===== src/rtl/sc_stream_decoder_pkg.sv =====
// Shared types and constants for the stochastic bitstream decoder.
// FSM state codes and window sizing helpers.
package sc_stream_decoder_pkg;

  typedef enum logic [1:0] {
    IDLE  = 2'd0,
    ACCUM = 2'd1,
    HOLD  = 2'd2
  } state_e;

  localparam int unsigned DEF_BITWIDTH = 8;
  localparam int unsigned DEF_WINDOW   = 1 << DEF_BITWIDTH;

  function automatic int unsigned window_len(input int unsigned bw);
    return 1 << bw;
  endfunction

  function automatic int unsigned sat_max(input int unsigned bw);
    return (1 << bw) - 1;
  endfunction

endpackage


===== src/rtl/sc_window_counter.sv =====
// Enabled bit-cycle index within one decode window.
// Pulses tc_o on the enabled cycle that closes the window.
module sc_window_counter #(
  parameter int BITWIDTH = 8
) (
  input  logic iClk,
  input  logic iRstN,
  input  logic clr_i,
  input  logic en_i,
  output logic tc_o
);
  import sc_stream_decoder_pkg::*;

  logic [BITWIDTH-1:0] tick_q;
  logic [BITWIDTH-1:0] tick_d;

  assign tick_d = tick_q + 1'b1;
  assign tc_o   = en_i && (tick_q == {BITWIDTH{1'b1}});

  always_ff @(posedge iClk or negedge iRstN) begin
    if (!iRstN) begin
      tick_q <= '0;
    end else if (clr_i) begin
      tick_q <= '0;
    end else if (en_i) begin
      tick_q <= tick_d;
    end
  end

endmodule


===== src/rtl/sc_stream_decoder.sv =====
// Counts 1s of a unipolar bitstream over 2^BITWIDTH enabled cycles
// and returns the saturated count on a valid/ready handshake.
module sc_stream_decoder #(
  parameter int BITWIDTH = 8
) (
  input  logic                iClk,
  input  logic                iRstN,
  input  logic                iClr,
  input  logic                iStart,
  input  logic                iEn,
  input  logic                iBit,
  output logic                oBusy,
  output logic                oValid,
  input  logic                iReady,
  output logic [BITWIDTH-1:0] oData,
  output logic                oSat
);
  import sc_stream_decoder_pkg::*;

  localparam int unsigned WINDOW = window_len(BITWIDTH);
  localparam int unsigned SATMAX = sat_max(BITWIDTH);
  localparam logic [BITWIDTH:0] WIN = (BITWIDTH+1)'(WINDOW);
  localparam logic [BITWIDTH-1:0] MAXV = BITWIDTH'(SATMAX);

  state_e            state_q;
  logic [BITWIDTH:0] ones_q;
  logic [BITWIDTH:0] ones_d;
  logic              cnt_clr;
  logic              cnt_en;
  logic              tc;
  logic              hs_start;

  assign ones_d   = ones_q + (BITWIDTH+1)'(iBit);
  assign hs_start = (state_q == HOLD) && iReady && iStart;
  assign cnt_clr  = iClr || hs_start ||
                    ((state_q == IDLE) && iStart);
  assign cnt_en   = !iClr && (state_q == ACCUM) && iEn;

  sc_window_counter #(
    .BITWIDTH(BITWIDTH)
  ) u_win (
    .iClk  (iClk),
    .iRstN (iRstN),
    .clr_i (cnt_clr),
    .en_i  (cnt_en),
    .tc_o  (tc)
  );

  always_ff @(posedge iClk or negedge iRstN) begin
    if (!iRstN) begin
      state_q <= IDLE;
      ones_q  <= '0;
      oBusy   <= 1'b0;
      oValid  <= 1'b0;
      oData   <= '0;
      oSat    <= 1'b0;
    end else if (iClr) begin
      state_q <= IDLE;
      ones_q  <= '0;
      oBusy   <= 1'b0;
      oValid  <= 1'b0;
      oData   <= '0;
      oSat    <= 1'b0;
    end else begin
      case (state_q)
        IDLE: begin
          oValid <= 1'b0;
          if (iStart) begin
            ones_q  <= '0;
            oBusy   <= 1'b1;
            state_q <= ACCUM;
          end
        end
        ACCUM: begin
          if (iEn) begin
            ones_q <= ones_d;
            // Terminal bit is already folded into ones_d.
            if (tc) begin
              oSat    <= (ones_d == WIN);
              oData   <= (ones_d == WIN) ? MAXV
                                         : ones_d[BITWIDTH-1:0];
              oValid  <= 1'b1;
              oBusy   <= 1'b0;
              state_q <= HOLD;
            end
          end
        end
        HOLD: begin
          if (iReady) begin
            oValid <= 1'b0;
            if (iStart) begin
              ones_q  <= '0;
              oBusy   <= 1'b1;
              state_q <= ACCUM;
            end else begin
              state_q <= IDLE;
            end
          end
        end
        default: begin
          state_q <= IDLE;
          oBusy   <= 1'b0;
          oValid  <= 1'b0;
        end
      endcase
    end
  end

endmodule

===== config.mk =====
export PLATFORM = sky130hd
export DESIGN_NAME = sc_stream_decoder
export DESIGN_NICKNAME = d
export VERILOG_FILES = /design/src/rtl/sc_stream_decoder_pkg.sv /design/src/rtl/sc_window_counter.sv /design/src/rtl/sc_stream_decoder.sv
export SDC_FILE = /design/constraint.sdc
export NUM_CORES = 1
export LEC_CHECK = 0
export CAP_MARGIN = 20
export CORE_AREA = 10 10 66 68
export CTS_CLUSTER_SIZE = 14
export DETAILED_ROUTE_END_ITERATION = 12
export DIE_AREA = 0 0 76 78
export DONT_BUFFER_PORTS = 1
export PLACE_DENSITY = 0.75
export SETUP_SLACK_MARGIN = 0.4
export SLEW_MARGIN = 20
export SYNTH_ARGS = -nofsm -noshare
export SYNTH_HDL_FRONTEND = slang
export SYNTH_SLANG_ARGS = --single-unit

===== constraint.sdc =====
create_clock -name iClk -period 2.2 [get_ports iClk]
set_clock_uncertainty 0.15 [all_clocks]
set_input_delay 0.44 -clock iClk [delete_from_list [all_inputs] [get_ports iClk]]
set_output_delay 0.44 -clock iClk [all_outputs]
set_load 0.03 [all_outputs]

==> flow_metrics.py <==
metrics = {
    "pwr": {
        "powerDensity_mw_per_mm2": 483,
        "peakVddDrop_mv": 0.301,
        "power.switching_uw": 216,
        "internal_power_uw": 700,
        "power_frac_seq_pct": 61.4,
        "combPwrFrac_pct": 6.8,
        "p_sw_share_pct": 23.6,
        "power.leakage_nw": 0.819,
        "p_clk_share_pct": 31.7,
    },
    "placed_design": {
        "place_congestion": 0.816,
        "portBuffers": 0,
        "dp_cells": 216,
        "dp_hpwl_mm": 2.43,
    },
    "min_path": {
        "min_path_cells": 1,
        "min_from": "iClr",
        "min_to": "oValid",
        "hold_class": "in2reg",
    },
    "logic_synthesis": {
        "netlist_area_mm2": 0.00163,
        "synthFlopType": "dfrtp_1",
        "ys_ff_latch": 30,
        "synth_nets": 185,
        "synth_edf_count": 0,
        "post_synth_inst_count": 175,
        "ys_seq_area_share_pct": 46.1,
        "yosysWarnings": 0,
        "synthArstFlopShare_pct": 100,
        "avgSynthCellArea_um2": 9.31,
        "synth_cell_types": 33,
    },
    "cts": {
        "cts_tree": "built",
        "root_buffer": "clkbuf_4",
        "clk_transition_reported_paths_ns": 0.08,
        "clk_latency_ns": 0.32,
        "cts_made_buffers": 5,
        "htree_levels": 2,
        "clk_path_buf_depth": 2,
        "cts_sinks": 30,
    },
    "final_layout": {
        "final_common_cell": "dfrtp_1",
        "diodes": 0,
        "final_cell_mix": "30 x dfrtp_1, 24 x nand2_1, 17 x o21ai_0",
        "drive_gt1_share_pct": 20.3,
        "layoutNonFillerInstCount": 233,
        "nNetsFinal": 197,
        "area_growth_pct": 16.4,
    },
    "drt": {
        "vias": 1284,
        "wl_per_cell_um": 16.0,
        "routed_wl_mm": 3.72,
        "drtIter0Drc": 123,
        "route.detailed.drc": 0,
        "ant_nets": 0,
        "via_per_inst": 5.51,
        "drtPass1Iterations": 5,
    },
    "die": {
        "io_pins": 18,
        "core_mm2": 0.00318,
        "die_x_um": 76,
        "dieHeight_um": 78,
        "die-area_mm2": 0.00593,
        "rows": 21,
        "start_util_pct": 51.2,
    },
    "setup_path": {
        "worst_r2r_path_depth": 6,
        "crit_path_start_kind": "flip-flop",
        "critPathRequiredTime_ns": 2.29,
        "timing.rr.end": "oData[6]",
        "ff2ff_setup_slack_ns": 0.19,
        "crit_path_max_fanout": 5,
        "worst-setup-path-type": "reg2reg",
        "worstPathArrival_ns": 2.11,
        "endpoint_kind": "flip-flop",
        "reg2reg_from": "ones_q[0]",
    },
    "global_route": {
        "grt_max_degree": 31,
        "antenna_found_initial": 0,
        "grtUsageTotal_pct": 12.3,
        "overflow": 0,
        "grt_pass1_vias": 1291,
        "grt_pass1_wl_mm": 6.08,
    },
    "timing": {
        "fin_crit_sh_pct": 91.4,
        "report.final.slew_viol_count": 0,
        "slew_headroom_pct": 62.5,
        "period_minus_slack_ns": 2.01,
        "fmax_mhz": 497,
        "rsz0062_at_grt": "true",
        "setup_viol": 0,
        "fin_setup_tns_ns": 0,
        "tightest_slew_ns": 0.561,
        "hold_viol_final": 0,
    },
    "status": {
        "status": "completed",
    },
    "flow_run": {
        "maxCapViolations": 0,
    },
}
==> timing repair <==
| item | in CTS | in global routing |
|---|---|---|
| gates resized for setup | 6 | 8 |
| setup endpoints to repair | 11 | 20 |
| setup buffers | 2 | 5 |
| hold endpoints to repair | 30 | 0 |
| gates cloned | 1 | 0 |
| pin swaps | 8 | 7 |
| hold buffers | 2 | 0 |
==> cell type report <==
cell class | count | area, µm²
timing repair buffer | 12 | 105
multi-input combinational | 130 | 907
inverter | 8 | 30.0
tap | 46 | 57.6
fill | 265 | 1280
clock buffer | 7 | 45.0
sequential | 30 | 751
==> synthesized netlist by cell type (all sizes together), types with 3 or more instances <==
cell type  count  share of area [%]
ha             3                2.3
inv            8                1.8
nor2          16                3.7
xnor2          8                4.3
nor3           3               0.92
nor2b          3                1.2
nand2         24                5.5
o211ai         3                2.3
xor2           8                4.3
clkbuf         6                2.0
nand3b         5                2.3
and2           3                1.3
nand4          3                1.5
nand3          8                2.8
a211oi         3                1.7
a21oi          6                1.8
dfrtp         30                 46
o21ai         20                6.1
==> routing by layer <==
layer  routed length [µm]  vias up  track usage, %
met5                    0        -               0
met4                   34        0            4.36
met3                  208        4            4.38
met2                 1930       29            21.7
met1                 1540      629            13.3
li1                     -      622               -
==> through the flow <==
step | setup slack [ns] | hold slack, ns | power, mW | area (µm²) | utilization (%)
finish | 0.188 | 0.0264 | 0.916 | 1900 | 59.6
detailed placement | 0.173 | -0.00409 | 0.616 | 1700 | 53.5
CTS | 0.205 | 0.00643 | 0.928 | 1830 | 57.6
global route | 0.133 | 0.000443 | 0.958 | 1900 | 59.6
floorplan | 0.263 | -0.00559 | 0.605 | 1660 | -
global placement | 0.194 | -0.00410 | 0.614 | 1700 | 53.5
==> power groups by stage <==
stage | combinational [mW] | clock [mW] | sequential [mW]
floorplan | 0.0326 | 0 | 0.573
detailed placement | 0.0419 | 0 | 0.574
CTS | 0.0600 | 0.305 | 0.563
global route | 0.0696 | 0.325 | 0.564
global placement | 0.0400 | 0 | 0.574
finish | 0.0626 | 0.291 | 0.563
==> sequential cells by signal, indices dropped and copies added, names as in the netlist <==
signal	count
ones_q	9
oData	8
u_win.tick_q	8
state_q	2
oBusy	1
oSat	1
oValid	1
==> worst max path at each step <==
stage          endpoint       from  depth (start not counted)  slack, ns
6_report       oData[6]  ones_q[0]                          6       0.19
3_5_place_dp   oData[2]       iBit                          7       0.17
4_1_cts        oData[6]  ones_q[0]                          6       0.20
2_1_floorplan  oData[2]       iBit                          7       0.26
3_3_place_gp   oData[2]       iBit                          6       0.19
5_1_grt        oData[6]  ones_q[0]                          6       0.13
==> cell families (layout without fill, tap and decap cells) <==
kind of cell	count (synthesis)	in the layout	share of synthesized area [%]
AO/OA/AOI/OAI	36	37	15.0
flip-flops	30	30	46.1
adder cells (fa/ha/maj)	3	3	2.30
buffers and inverters	16	27	4.45
AND/OR/NAND/NOR	74	74	23.6
XOR/XNOR	16	16	8.60
==> worst max-delay path: stages, from the launching register on <==
cell and delay [ns]:
dfrtp_1 0.41, ha_4 0.19, and3_4 0.18, or3_4 0.34, a211oi_4 0.31, o2111ai_4 0.24, o211ai_2 0.12
(Power assumes the default switching activity.)
